## config.mk

```make
export PLATFORM = sky130hd
export DESIGN_NAME = fsic_fpga_link
export DESIGN_NICKNAME = d
export VERILOG_FILES = /design/src/rtl/fsic_fpga_link.sv
export SDC_FILE = /design/constraint.sdc
export NUM_CORES = 1
export LEC_CHECK = 0
export CAP_MARGIN = 20
export CORE_ASPECT_RATIO = 0.8
export CORE_UTILIZATION = 30
export DETAILED_ROUTE_END_ITERATION = 10
export PLACE_DENSITY = 0.63
export SETUP_SLACK_MARGIN = 0.3
export SLEW_MARGIN = 20
export SYNTH_ARGS = -nofsm -noshare
export SYNTH_HDL_FRONTEND = slang
export SYNTH_SLANG_ARGS = --single-unit
```

## constraint.sdc

```tcl
create_clock -name axis_clk -period 3 [get_ports axis_clk]
set_input_delay 0.75 -clock axis_clk [delete_from_list [all_inputs] [get_ports axis_clk]]
set_output_delay 0.75 -clock axis_clk [all_outputs]
set_load 0.02 [all_outputs]
```

## src/rtl/fsic_fpga_link.sv

```systemverilog
// rtl/fsic_fpga_link.sv - FPGA-side FSIC serial link endpoint: AXIS beat <-> framed lane-words, AXI-lite CTRL
module fsic_fpga_link #(
    parameter int pADDR_WIDTH     = 15,
    parameter int pDATA_WIDTH     = 32,
    parameter int pSERIALIO_WIDTH = 12,
    parameter int pCLK_RATIO      = 4
) (
    input  logic                       axis_clk,
    input  logic                       axis_rst,
    input  logic                       axi_awvalid,
    input  logic [pADDR_WIDTH-1:0]     axi_awaddr,
    input  logic                       axi_wvalid,
    input  logic [pDATA_WIDTH-1:0]     axi_wdata,
    input  logic [3:0]                 axi_wstrb,
    output logic                       axi_awready,
    output logic                       axi_wready,
    input  logic                       axi_arvalid,
    input  logic [pADDR_WIDTH-1:0]     axi_araddr,
    input  logic                       axi_rready,
    output logic                       axi_arready,
    output logic                       axi_rvalid,
    output logic [pDATA_WIDTH-1:0]     axi_rdata,
    input  logic                       cc_is_enable,
    input  logic [31:0]                as_is_tdata,
    input  logic [3:0]                 as_is_tstrb,
    input  logic [3:0]                 as_is_tkeep,
    input  logic [1:0]                 as_is_tid,
    input  logic [1:0]                 as_is_tuser,
    input  logic                       as_is_tlast,
    input  logic                       as_is_tvalid,
    input  logic                       as_is_tready,
    output logic [31:0]                is_as_tdata,
    output logic [3:0]                 is_as_tstrb,
    output logic [3:0]                 is_as_tkeep,
    output logic [1:0]                 is_as_tid,
    output logic [1:0]                 is_as_tuser,
    output logic                       is_as_tlast,
    output logic                       is_as_tvalid,
    output logic                       is_as_tready,
    output logic [pSERIALIO_WIDTH-1:0] serial_txd,
    output logic                       serial_tclk,
    input  logic [pSERIALIO_WIDTH-1:0] serial_rxd,
    input  logic                       serial_rclk
);

    localparam int FW = pSERIALIO_WIDTH * pCLK_RATIO;
    localparam int PW = (pCLK_RATIO > 1) ? $clog2(pCLK_RATIO) : 1;
    localparam logic [PW-1:0] LAST = PW'(pCLK_RATIO - 1);

    logic [1:0] ctrl;
    logic       rxen;
    logic       txen;
    logic       rd_go;
    logic       wr_go;
    logic       remote_ready;

    assign rxen = ctrl[0];
    assign txen = ctrl[1];

    // A read in flight (accepted this cycle or awaiting rready) blocks writes.
    always_comb begin
        rd_go = !axis_rst && cc_is_enable && axi_arvalid && !axi_rvalid;
        wr_go = !axis_rst && cc_is_enable && axi_awvalid && axi_wvalid && !axi_rvalid && !rd_go;
    end

    assign axi_arready = rd_go;
    assign axi_awready = wr_go;
    assign axi_wready  = wr_go;

    always_ff @(posedge axis_clk) begin
        if (axis_rst) begin
            ctrl       <= 2'b00;
            axi_rvalid <= 1'b0;
            axi_rdata  <= '0;
        end else begin
            if (wr_go && axi_awaddr[pADDR_WIDTH-1:2] == '0 && axi_wstrb[0])
                ctrl <= axi_wdata[1:0];
            if (rd_go) begin
                axi_rvalid <= 1'b1;
                axi_rdata  <= (axi_araddr[pADDR_WIDTH-1:2] == '0) ?
                              {{(pDATA_WIDTH-2){1'b0}}, ctrl} : '0;
            end else if (axi_rvalid && axi_rready) begin
                axi_rvalid <= 1'b0;
                axi_rdata  <= '0;
            end
        end
    end

    logic [PW-1:0]                                tx_phase;
    logic [pCLK_RATIO-1:0][pSERIALIO_WIDTH-1:0]   tx_words;
    logic [FW-1:0]                                new_frame;
    logic                                         tx_last;
    logic                                         tx_take;

    assign tx_last      = (tx_phase == LAST);
    assign is_as_tready = !axis_rst && txen && remote_ready && tx_last;
    assign tx_take      = as_is_tvalid && is_as_tready;

    // Idle frames still advertise local receive capacity in bit 46.
    always_comb begin
        new_frame = '0;
        if (tx_take) begin
            new_frame[31:0]  = as_is_tdata;
            new_frame[35:32] = as_is_tstrb;
            new_frame[39:36] = as_is_tkeep;
            new_frame[41:40] = as_is_tid;
            new_frame[43:42] = as_is_tuser;
            new_frame[44]    = as_is_tlast;
            new_frame[45]    = 1'b1;
        end
        new_frame[46] = as_is_tready;
    end

    always_ff @(posedge axis_clk) begin
        if (axis_rst || !txen) begin
            tx_phase    <= LAST;
            tx_words    <= '0;
            serial_txd  <= '0;
            serial_tclk <= 1'b0;
        end else if (tx_last) begin
            tx_words    <= new_frame;
            tx_phase    <= '0;
            serial_txd  <= new_frame[pSERIALIO_WIDTH-1:0];
            serial_tclk <= 1'b1;
        end else begin
            tx_phase    <= tx_phase + PW'(1);
            serial_txd  <= tx_words[tx_phase + PW'(1)];
            serial_tclk <= 1'b0;
        end
    end

    logic [PW-1:0]                                rx_phase;
    logic                                         rx_active;
    logic [pCLK_RATIO-1:0][pSERIALIO_WIDTH-1:0]   rx_words;
    logic [FW-1:0]                                rx_frame;

    // The final lane-word is taken straight from the pins when the frame completes.
    always_comb begin
        rx_frame = rx_words;
        rx_frame[FW-1 -: pSERIALIO_WIDTH] = serial_rxd;
    end

    always_ff @(posedge axis_clk) begin
        if (axis_rst) begin
            rx_phase     <= '0;
            rx_active    <= 1'b0;
            rx_words     <= '0;
            remote_ready <= 1'b0;
            is_as_tdata  <= '0;
            is_as_tstrb  <= '0;
            is_as_tkeep  <= '0;
            is_as_tid    <= '0;
            is_as_tuser  <= '0;
            is_as_tlast  <= 1'b0;
            is_as_tvalid <= 1'b0;
        end else begin
            is_as_tvalid <= 1'b0;
            if (!rxen) begin
                rx_phase     <= '0;
                rx_active    <= 1'b0;
                remote_ready <= 1'b0;
            end else if (serial_rclk) begin
                rx_words[0] <= serial_rxd;
                rx_phase    <= PW'(1);
                rx_active   <= 1'b1;
            end else if (rx_active) begin
                if (rx_phase == LAST) begin
                    is_as_tdata  <= rx_frame[31:0];
                    is_as_tstrb  <= rx_frame[35:32];
                    is_as_tkeep  <= rx_frame[39:36];
                    is_as_tid    <= rx_frame[41:40];
                    is_as_tuser  <= rx_frame[43:42];
                    is_as_tlast  <= rx_frame[44];
                    is_as_tvalid <= rx_frame[45];
                    remote_ready <= rx_frame[46];
                    rx_active    <= 1'b0;
                end else begin
                    rx_words[rx_phase] <= serial_rxd;
                    rx_phase           <= rx_phase + PW'(1);
                end
            end
        end
    end

    logic unused_bits;
    assign unused_bits = ^{axi_awaddr[1:0], axi_araddr[1:0], axi_wdata[pDATA_WIDTH-1:2],
                           axi_wstrb[3:1], rx_words[pCLK_RATIO-1], rx_frame[FW-1:47]};

endmodule

```

==> flow_metrics.env, run 1 <==
export IMPL_maximum_capacitance_violations=0
export IMPL_p_seq_frac=0.455
export IMPL_via_per_inst=4.50
export IMPL_mappedNetlistArea_sq_um=6380
export IMPL_power_switching_uw=1110
export IMPL_timing_worst_setup_path_type="input pin to primary output"
export IMPL_cts_htree_levels=4
export IMPL_pin_count=229
export IMPL_syn_area_per_cell_sq_um=9.05
export IMPL_critical_path_max_fanout=6
export IMPL_yosysUniqueCellTypes=44
export IMPL_coreArea_sq_um=20800
export IMPL_critical_path_depth=4
export IMPL_clk_root_buffer_cell="clkbuf_16"
export IMPL_worstPathBufferInverterCount=2
export IMPL_global_route_wire_length_before_repair_um=25100
export IMPL_clk_insertion_delay_late_ns=0.43
export IMPL_design_final_nets=988
export IMPL_final_layout_size_suffix_gt1_frac=0.136
export IMPL_cts_buffers_inserted=17
export IMPL_cp_slowest_stage_delay_ns=0.63
export IMPL_report_final_setup_viol=0
export IMPL_io_buffers=161
export IMPL_synthesized_flop_and_latch_total=153
export IMPL_layout_worst_path_cycle_share=0.875
export IMPL_chipHeight_um=132
export IMPL_crit_path_end_kind="primary output"
export IMPL_row_count=47
export IMPL_drt_pass1_iterations=4
export IMPL_crit_path_start_kind="input pin"
export IMPL_fin_crit_ns=2.62
export IMPL_final_antenna_net_count=0
export IMPL_syn2layout_area_growth_pct=35.3
export IMPL_power_leakage_uw=0.00299
export IMPL_power_density_cell_area_nw_per_um2=517
export IMPL_mostFrequentLayoutCell="clkdlybuf4s50_1"
export IMPL_overall_track_demand_over_capacity_in_global_routing=0.148
export IMPL_via_count=5092
export IMPL_post_dp_hpwl_um=10800
export IMPL_initial_utilization=0.307
export IMPL_worstPathCellList="buf_4 -> nor2b_1 -> and3_1 -> clkdlybuf4s50_1"
export IMPL_yosysWarnings=0
export IMPL_ys_top_cells_by_area="dfxtp_1, a21oi_1, nand2_1"
export IMPL_antenna_found_initial=1
export IMPL_min_path_cells=2
export IMPL_clock_skew_final_ns=0.0158
export IMPL_fp_dieArea_sq_um=21900
export IMPL_grt_max_degree=85
export IMPL_tritoncts_clock_tree="yes"
export IMPL_timing_final_max_slew_violations=0
export IMPL_grt_remaining_overflow=0
export IMPL_critical_path_top_delay_family="buffers and inverters"
export IMPL_clock_pin_slew_of_the_registers_on_the_worst_case_setup_and_hold_paths_ns=0.07
export IMPL_slew_headroom=0.320
export IMPL_irDropWorstVdd_mv=0.322
export IMPL_cts_hold_repair_buffers=0
export IMPL_drt_wl_total_um=15700
export IMPL_route_detailed_drc=0
export IMPL_crit_path_top_delay_cell="clkdlybuf4s50_1"
export IMPL_ctsLongestPathBuffers=2
export IMPL_switching_share=0.249
export IMPL_worst_pin_slew_ns=1.02
export IMPL_place_congestion=0.740
export IMPL_grt_setup_unrepaired="false"
export IMPL_drt_first_iter_violations=360
export IMPL_power_clock_fraction=0.497
export IMPL_fmaxAchievable_ghz=0.381
export IMPL_post_cts_setup_buffers=0
export IMPL_most_common_layout_cells="clkdlybuf4s50_1, dfxtp_1, nand2_1"
export IMPL_antenna_cells=0
export IMPL_numClockSinks=153
export IMPL_hold_viol=0
export IMPL_ff2ff_path_depth=7
export IMPL_worstPathArrival_ns=1.87
export IMPL_timing_critical_path_required_ns=2.25
export IMPL_postSynthCellCount=705
export IMPL_comb_power_share=0.048
export IMPL_synth_sequential_area_ratio=0.480
export IMPL_wire_per_inst_um=13.9
export IMPL_number_of_global_route_vias_before_repair=4758
export IMPL_timing_setup_tns_ns=0
export IMPL_cellInternalPower_uw=3360
export IMPL_total_power_uw=4470
export IMPL_die_w_um=165
export IMPL_synth_top_area_share=0.480
export IMPL_synth_largest_area_cell="dfxtp_1"
export IMPL_outcome="finished, final reports clean"
export IMPL_holdCritPathClass="register to register"
flip-flops by register name (all words and copies together) (netlist names):
name and cells:
axi_rdata 2, axi_rvalid 1, ctrl 2, is_as_tdata 32
is_as_tid 2, is_as_tkeep 4, is_as_tlast 1, is_as_tstrb 4
is_as_tuser 2, is_as_tvalid 1, remote_ready 1, rx_active 1
rx_frame 36, rx_phase 2, serial_tclk 1, serial_txd 12
tx_phase 2, tx_words 47
per-layer routing:
metal / share of wire / wire, um / track usage / vias up
met5: 0.00077 / 12 / 0 / -
met4: 0.0090 / 141 / 0.0413 / 2
met3: 0.051 / 798 / 0.0392 / 13
met2: 0.45 / 7110 / 0.218 / 125
met1: 0.49 / 7620 / 0.210 / 2377
li1: - / - / - / 2575
cells by family after synthesis:
| group | after synthesis | share of synthesized area |
|---|---|---|
| XOR/XNOR | 1 | 0.00137 |
| AO/OA/AOI/OAI | 135 | 0.122 |
| adder cells (fa/ha/maj) | 5 | 0.00980 |
| other | 1 | 0.000588 |
| flip-flops | 153 | 0.480 |
| multiplexers | 28 | 0.0655 |
| AND/OR/NAND/NOR | 298 | 0.234 |
| buffers and inverters | 84 | 0.0869 |
final timing paths:
| check | startpoint | to | slack (ns) |
|---|---|---|---|
| hold reg to reg | rx_frame[5]$_SDFFE_PP0P_ | is_as_tdata[5]$_SDFFE_PP0P_ | 0.45 |
| setup / recovery | axis_rst | is_as_tready | 0.38 |
| setup reg to reg | tx_phase[0]$_SDFF_PP1_ | tx_words[21]$_SDFFE_PP0P_ | 0.70 |
| hold / removal | rx_frame[5]$_SDFFE_PP0P_ | is_as_tdata[5]$_SDFFE_PP0P_ | 0.45 |
synthesized netlist by cell type, drive strengths merged:
library cell	instances
nor4b	2
a21oi	129
nand4b	1
o21ai	3
and4	2
or4	2
nand2	130
and3b	1
and2b	1
and3	1
ha	5
nor3b	2
dlygate4sd1	1
a22o	2
xnor2	1
mux2i	17
nor2	56
nor2b	34
and4b	1
dfxtp	153
mux4	11
nand3	26
a211oi	1
clkbuf	20
dlymetal6s2s	1
nor3	4
and4bb	1
nand2b	30
buf	58
conb	1
nor4	2
and2	2
inv	4
worst reg2reg max path: stages (launching register included):
cell and delay, ns:
dfxtp_1 0.33, ha_1 0.16, buf_4 0.48, nand3_1 0.33, nor2_8 0.53, buf_4 0.25
a21oi_1 0.07, nor2_1 0.09
power by group through the flow:
stage | combinational (uW) | clock (uW) | sequential [uW]
after floorplan | 98.5 | 0 | 2080
after detailed placement | 216 | 0 | 2080
final | 214 | 2220 | 2030
after global routing | 230 | 2370 | 2030
after CTS | 216 | 2280 | 2030
after global placement | 217 | 0 | 2080
final cells by class:
type                       instances  area (sq um)
fill                            2065         12100
tap                              269           337
clock inverter                    15           196
clock buffer                      17           425
inverter                           4          15.0
multi-input combinational        497          2880
timing repair buffer             177          1720
sequential                       153          3060
repair_timing:
| item | in CTS | in global routing |
|---|---|---|
| setup endpoints to repair | 3 | 3 |
| pin swaps | 1 | 0 |
| resized for setup | 6 | 3 |
| hold endpoints to repair | 0 | 0 |
metrics by stage:
step / worst slack, ns / cell area [sq um] / utilization / std cells / hold WS, ns
finish: 0.375 / 8630 / 0.416 / 1132 / 0.446
global route: 0.305 / 8630 / 0.416 / 1132 / 0.467
CTS: 0.195 / 8630 / 0.416 / 1132 / 0.451
detailed placement: -0.0821 / 8020 / 0.386 / 1100 / 0.445
global placement: -0.101 / 8020 / 0.386 / 1100 / 0.440
floorplan: 0.629 / 6490 / - / 734 / 0.432
Note: power is estimated with default switching activity, not from simulation.
==> inputs of run 2 (changes only) <==
--- a/config.mk
+++ b/config.mk
@@ -6,7 +6,6 @@
 export NUM_CORES = 1
 export LEC_CHECK = 0
 export CAP_MARGIN = 20
-export CORE_ASPECT_RATIO = 0.8
 export CORE_UTILIZATION = 30
 export DETAILED_ROUTE_END_ITERATION = 10
 export PLACE_DENSITY = 0.63
@@ -15,3 +14,4 @@
 export SYNTH_ARGS = -nofsm -noshare
 export SYNTH_HDL_FRONTEND = slang
 export SYNTH_SLANG_ARGS = --single-unit
+export TNS_END_PERCENT = 30
==> run 2 against run 1 <==
Effect of this change: fmax shrank 1.9%; utilization grew 0.37 points; worst setup slack lost 0.050 ns; clock power shrank 4%; non-clock buffer count shrank 1; first-iteration DRC count shrank 46%; final cell count is the same; critical path depth is the same; critical path type unchanged; largest power group unchanged; highest routed layer is now met4.
==> flow_metrics.env, run 2 (same netlist as run 1, synthesis figures left out) <==
export IMPL_outcome="finished, final reports clean"
export IMPL_drt_wl_total_um=15400
export IMPL_grt_remaining_overflow=0
export IMPL_finalCoreUtilization=0.420
export IMPL_power_density_cell_area_nw_per_um2=508
export IMPL_report_final_setup_viol=0
export IMPL_num_fill_cells=2104
export IMPL_fp_dieArea_sq_um=21900
export IMPL_number_of_global_route_vias_before_repair=4772
export IMPL_chipHeight_um=148
export IMPL_largest_register_ffs=47
export IMPL_die_w_um=148
export IMPL_critical_path_max_fanout=3
export IMPL_timing_hold_worst_start="rx_frame[34]$_SDFFE_PP0P_"
export IMPL_regMostFlops="tx_words"
export IMPL_whs_endpoint="is_as_tstrb[2]$_SDFFE_PP0P_"
export IMPL_via_count=5085
export IMPL_clock_pin_slew_of_the_registers_on_the_worst_case_setup_and_hold_paths_ns=0.07
export IMPL_crit_path_end_kind="primary output"
export IMPL_total_power_uw=4390
export IMPL_worstPathArrival_ns=1.92
export IMPL_layout_worst_path_cycle_share=0.892
export IMPL_ff2ff_path_depth=5
export IMPL_hold_viol=0
export IMPL_maximum_capacitance_violations=0
export IMPL_drt_pass1_iterations=5
export IMPL_timing_worst_setup_path_type="input pin to primary output"
export IMPL_tritoncts_clock_tree="yes"
export IMPL_cts_buffers_inserted=17
export IMPL_antenna_cells=0
export IMPL_grt_max_degree=86
export IMPL_power_leakage_uw=0.00297
export IMPL_pin_count=229
export IMPL_placed_cell_area_sq_um=8020
export IMPL_antenna_found_initial=0
export IMPL_coreArea_sq_um=20600
export IMPL_regToRegSetupSlack_ns=1.10
export IMPL_timing_final_max_slew_violations=0
export IMPL_numClockSinks=153
export IMPL_grt_setup_unrepaired="true"
export IMPL_place_congestion=0.720
export IMPL_route_detailed_drc=0
export IMPL_irDropWorstVdd_mv=0.327
export IMPL_min_path_cells=2
export IMPL_clock_skew_final_ns=0.0119
export IMPL_holdCritPathClass="register to register"
export IMPL_initial_utilization=0.310
export IMPL_post_dp_hpwl_um=10200
export IMPL_cts_htree_levels=4
export IMPL_fmaxAchievable_ghz=0.374
export IMPL_row_count=52
export IMPL_wire_per_inst_um=13.6
export IMPL_drt_first_iter_violations=194
export IMPL_rr_endpoint="rx_frame[13]$_SDFFE_PP0P_"
export IMPL_final_layout_size_suffix_gt1_frac=0.137
export IMPL_clk_root_buffer_cell="clkbuf_16"
export IMPL_most_common_layout_cells="clkdlybuf4s50_1, dfxtp_1, nand2_1"
export IMPL_pre_cts_ws_ns=-0.0907
export IMPL_layout_cell_area_non_filler_sq_um=8630
export IMPL_overall_track_demand_over_capacity_in_global_routing=0.143
export IMPL_smallest_hold_slack_ns=0.452
export IMPL_mostFrequentLayoutCell="clkdlybuf4s50_1"
export IMPL_final_antenna_net_count=0
export IMPL_global_route_wire_length_before_repair_um=24600
export IMPL_slew_headroom=0.303
export IMPL_timing_critical_path_required_ns=2.25
export IMPL_fin_crit_ns=2.67
export IMPL_ctsLongestPathBuffers=2
export IMPL_syn2layout_area_growth_pct=35.2
export IMPL_clk_insertion_delay_late_ns=0.43
export IMPL_setup_ws_ns=0.325
export IMPL_worst_pin_slew_ns=1.05
export IMPL_via_per_inst=4.49
export IMPL_crit_path_start_kind="input pin"
export IMPL_design_final_nets=987
export IMPL_worstReg2RegStart="rx_phase[0]$_SDFFE_PP0P_"
export IMPL_io_buffers=161
-- run 2: worst max-delay path, stage by stage --
cell             delay (ns)
clkdlybuf4s50_1        0.47
nor3b_2                0.17
and4b_2                0.27
clkdlybuf4s15_2        0.27
-- run 2: final cells by class --
type | count | area (sq um) | area share
Multi-Input combinational cell | 497 | 2880 | 0.334
Clock inverter | 14 | 159 | 0.0184
Timing Repair Buffer | 176 | 1730 | 0.200
Clock buffer | 18 | 439 | 0.0509
Inverter | 4 | 15.0 | 0.00174
Sequential cell | 153 | 3060 | 0.355
Tap cell | 270 | 338 | 0.0392
-- run 2: worst max-delay path by stage --
stage / startpoint / endpoint / slack [ns] / cells past startpoint
after global placement: cc_is_enable / axi_awready / -0.1 / 4
after floorplan: axis_rst / axi_wready / 0.63 / 4
after CTS: cc_is_enable / axi_wready / 0.31 / 4
after global routing: cc_is_enable / axi_awready / 0.26 / 4
after detailed placement: cc_is_enable / axi_wready / -0.09 / 4
final: cc_is_enable / axi_awready / 0.33 / 4
-- run 2: timing repair --
| action | CTS | global route |
|---|---|---|
| setup buffers | 1 | 0 |
| hold buffers | 0 | 0 |
| pin swaps | 1 | 1 |
| setup endpoints to repair | 3 | 3 |
| gates resized for setup | 9 | 1 |
-- run 2: stage by stage --
step | TNS [ns] | instances
final | 0 | 1132
after global routing | 0 | 1132
after CTS | 0 | 1132
after detailed placement | -0.181 | 1099
after global placement | -0.193 | 1099
after floorplan | 0 | 734
-- run 2: power breakdown --
part	switching [uW]	total [uW]	leakage [uW]	internal (uW)
combinational	95.9	216	0.00145	120
clock	940	2140	0.000291	1200
sequential	0.795	2030	0.00123	2030
-- run 2: layer usage --
layer,routed length [um],share of wire,up-vias,track usage
li1,-,-,2572,-
met1,7080,0.46,2361,0.188
met2,7350,0.48,132,0.231
met3,734,0.048,20,0.0312
met4,207,0.013,0,0.0510
met5,0,0,-,0
==> inputs of run 3 (changes only) <==
--- a/config.mk
+++ b/config.mk
@@ -5,6 +5,7 @@
 export SDC_FILE = /design/constraint.sdc
 export NUM_CORES = 1
 export LEC_CHECK = 0
+export ABC_AREA = 0
 export CAP_MARGIN = 20
 export CORE_UTILIZATION = 30
 export DETAILED_ROUTE_END_ITERATION = 10
==> constraint.sdc (replaced) <==
create_clock -name axis_clk -period 2.8 [get_ports axis_clk]
set_input_delay 0.7 -clock axis_clk [delete_from_list [all_inputs] [get_ports axis_clk]]
set_output_delay 0.7 -clock axis_clk [all_outputs]
set_load 0.02 [all_outputs]
==> run 3 against run 2 <==
Effect of this change: routed wire length increased by 1.1%; sequential share of layout area decreased by 0.057 points; first-iteration DRC count increased by 47%; flip-flop and latch count unchanged; global-route usage decreased by 0.19 points; count of clock-buffer cells in the layout decreased by 1; sequential power increased by 7%; critical endpoint is now is_as_tready.
==> flow_metrics.env, run 3 (same netlist as run 1, synthesis figures left out) <==
export IMPL_layoutNonFillerInstCount=1131
export IMPL_power_leakage_uw=0.00298
export IMPL_ctsLongestPathBuffers=2
export IMPL_irDropWorstVdd_mv=0.420
export IMPL_worstPathArrival_ns=1.80
export IMPL_crit_path_start_kind="input pin"
export IMPL_grt_remaining_overflow=0
export IMPL_mostFrequentLayoutCell="clkdlybuf4s50_1"
export IMPL_grt_setup_unrepaired="true"
export IMPL_cts_hold_repair_buffers=0
export IMPL_overall_track_demand_over_capacity_in_global_routing=0.141
export IMPL_io_buffers=161
export IMPL_post_cts_setup_buffers=0
export IMPL_layout_worst_path_cycle_share=0.893
export IMPL_holdCritPathClass="register to register"
export IMPL_coreArea_sq_um=20600
export IMPL_place_congestion=0.709
export IMPL_row_count=52
export IMPL_whs_endpoint="is_as_tdata[5]$_SDFFE_PP0P_"
export IMPL_final_antenna_net_count=0
export IMPL_critical_path_top_delay_family="buffers and inverters"
export IMPL_chipHeight_um=148
export IMPL_fin_crit_ns=2.50
export IMPL_slew_headroom=0.290
export IMPL_fp_dieArea_sq_um=21900
export IMPL_maximum_capacitance_violations=0
export IMPL_most_common_layout_cells="clkdlybuf4s50_1, dfxtp_1, nand2_1"
export IMPL_syn2layout_area_growth_pct=35.4
export IMPL_placed_cells_incl_taps=1098
export IMPL_design_final_nets=986
export IMPL_critical_path_max_fanout=5
export IMPL_worst_pin_slew_ns=1.06
export IMPL_route_detailed_drc=0
export IMPL_timing_worst_setup_path_type="input pin to primary output"
export IMPL_timing_setup_tns_ns=0
export IMPL_antenna_cells=0
export IMPL_regMostFlops="tx_words"
export IMPL_number_of_global_route_vias_before_repair=4688
export IMPL_ff2ff_path_depth=6
export IMPL_tritoncts_clock_tree="yes"
export IMPL_via_per_inst=4.50
export IMPL_drt_wl_total_um=15500
export IMPL_worstPathCellList="buf_4 -> nor2b_1 -> and3_1 -> clkdlybuf4s50_1"
export IMPL_worstReg2RegStart="tx_phase[0]$_SDFF_PP1_"
export IMPL_hold_viol=0
export IMPL_timing_critical_path_required_ns=2.10
export IMPL_cp_slowest_stage_delay_ns=0.61
export IMPL_die_w_um=148
export IMPL_pre_cts_ws_ns=-0.187
export IMPL_largest_register_ffs=47
export IMPL_num_fill_cells=2076
export IMPL_clk_insertion_delay_late_ns=0.42
export IMPL_fmaxAchievable_ghz=0.400
export IMPL_pin_count=229
export IMPL_antenna_found_initial=0
export IMPL_finalCoreUtilization=0.420
export IMPL_post_dp_hpwl_um=10200
export IMPL_rr_endpoint="tx_words[22]$_SDFFE_PP0P_"
export IMPL_drt_pass1_iterations=4
export IMPL_drt_first_iter_violations=286
export IMPL_power_density_cell_area_nw_per_um2=541
export IMPL_report_final_setup_viol=0
export IMPL_clk_root_buffer_cell="clkbuf_16"
export IMPL_initial_utilization=0.310
export IMPL_cts_htree_levels=4
export IMPL_grt_max_degree=86
export IMPL_numClockSinks=153
export IMPL_outcome="finished, final reports clean"
export IMPL_crit_path_end_kind="primary output"
export IMPL_regToRegSetupSlack_ns=0.46
export IMPL_setup_ws_ns=0.299
export IMPL_timing_hold_worst_start="rx_frame[5]$_SDFFE_PP0P_"
export IMPL_cts_buffers_inserted=17
export IMPL_min_path_cells=2
export IMPL_clock_pin_slew_of_the_registers_on_the_worst_case_setup_and_hold_paths_ns=0.07
export IMPL_crit_path_top_delay_cell="clkdlybuf4s50_1"
export IMPL_global_route_wire_length_before_repair_um=24400
export IMPL_timing_final_max_slew_violations=0
export IMPL_worstPathBufferInverterCount=2
export IMPL_clock_skew_final_ns=0.0110
export IMPL_via_count=5093
export IMPL_wire_per_inst_um=13.7
export IMPL_final_layout_size_suffix_gt1_frac=0.137
export IMPL_total_power_uw=4680
==> run 3: metrics by stage <==
stage	hold slack, ns	instance area [sq um]
5_1_grt	0.458	8640
4_1_cts	0.447	8620
3_3_place_gp	0.442	8030
6_report	0.447	8640
2_1_floorplan	0.432	6490
3_5_place_dp	0.444	8030
==> run 3: cell type report <==
cell class	count	area [sq um]	share of cell area
Sequential cell	153	3060	0.354
Timing Repair Buffer	174	1730	0.200
Tap cell	270	338	0.0391
Clock inverter	15	176	0.0204
Inverter	4	15.0	0.00174
Clock buffer	17	425	0.0492
Multi-Input combinational cell	498	2900	0.335
==> run 3: tightest hold or removal path: stages (launching register included) <==
cell and delay (ns):
dfxtp_1 0.32, nand2_2 0.06, a21oi_2 0.04
==> run 3: worst max-delay path by stage <==
stage                      start            to  slack, ns  cells past startpoint
floorplan               axis_rst    axi_wready       0.53                      4
global placement    cc_is_enable   axi_awready      -0.21                      4
detailed placement  cc_is_enable    axi_wready      -0.19                      4
CTS                 cc_is_enable    axi_wready       0.26                      4
global route            axis_rst  is_as_tready       0.23                      4
finish                  axis_rst  is_as_tready       0.30                      4
==> run 3: routing by layer <==
layer	share of wire	global-route usage	vias up
li1	-	-	2566
met1	0.47	0.185	2373
met2	0.48	0.228	142
met3	0.043	0.0312	12
met4	0.013	0.0479	0
met5	0	0	-
==> run 3: timing repair <==
action / 4_1_cts / 5_1_grt
pin swaps: 1 / 1
endpoints found under the setup margin: 4 / 30
resized for setup: 14 / 4
gates cloned: 0 / 1
==> run 3: power by group <==
part           leakage (uW)  switching, uW  total (uW)  internal [uW]
Combinational       0.00146            103         231            128
Sequential          0.00123          0.950        2180           2170
Clock              0.000293           1070        2270           1200
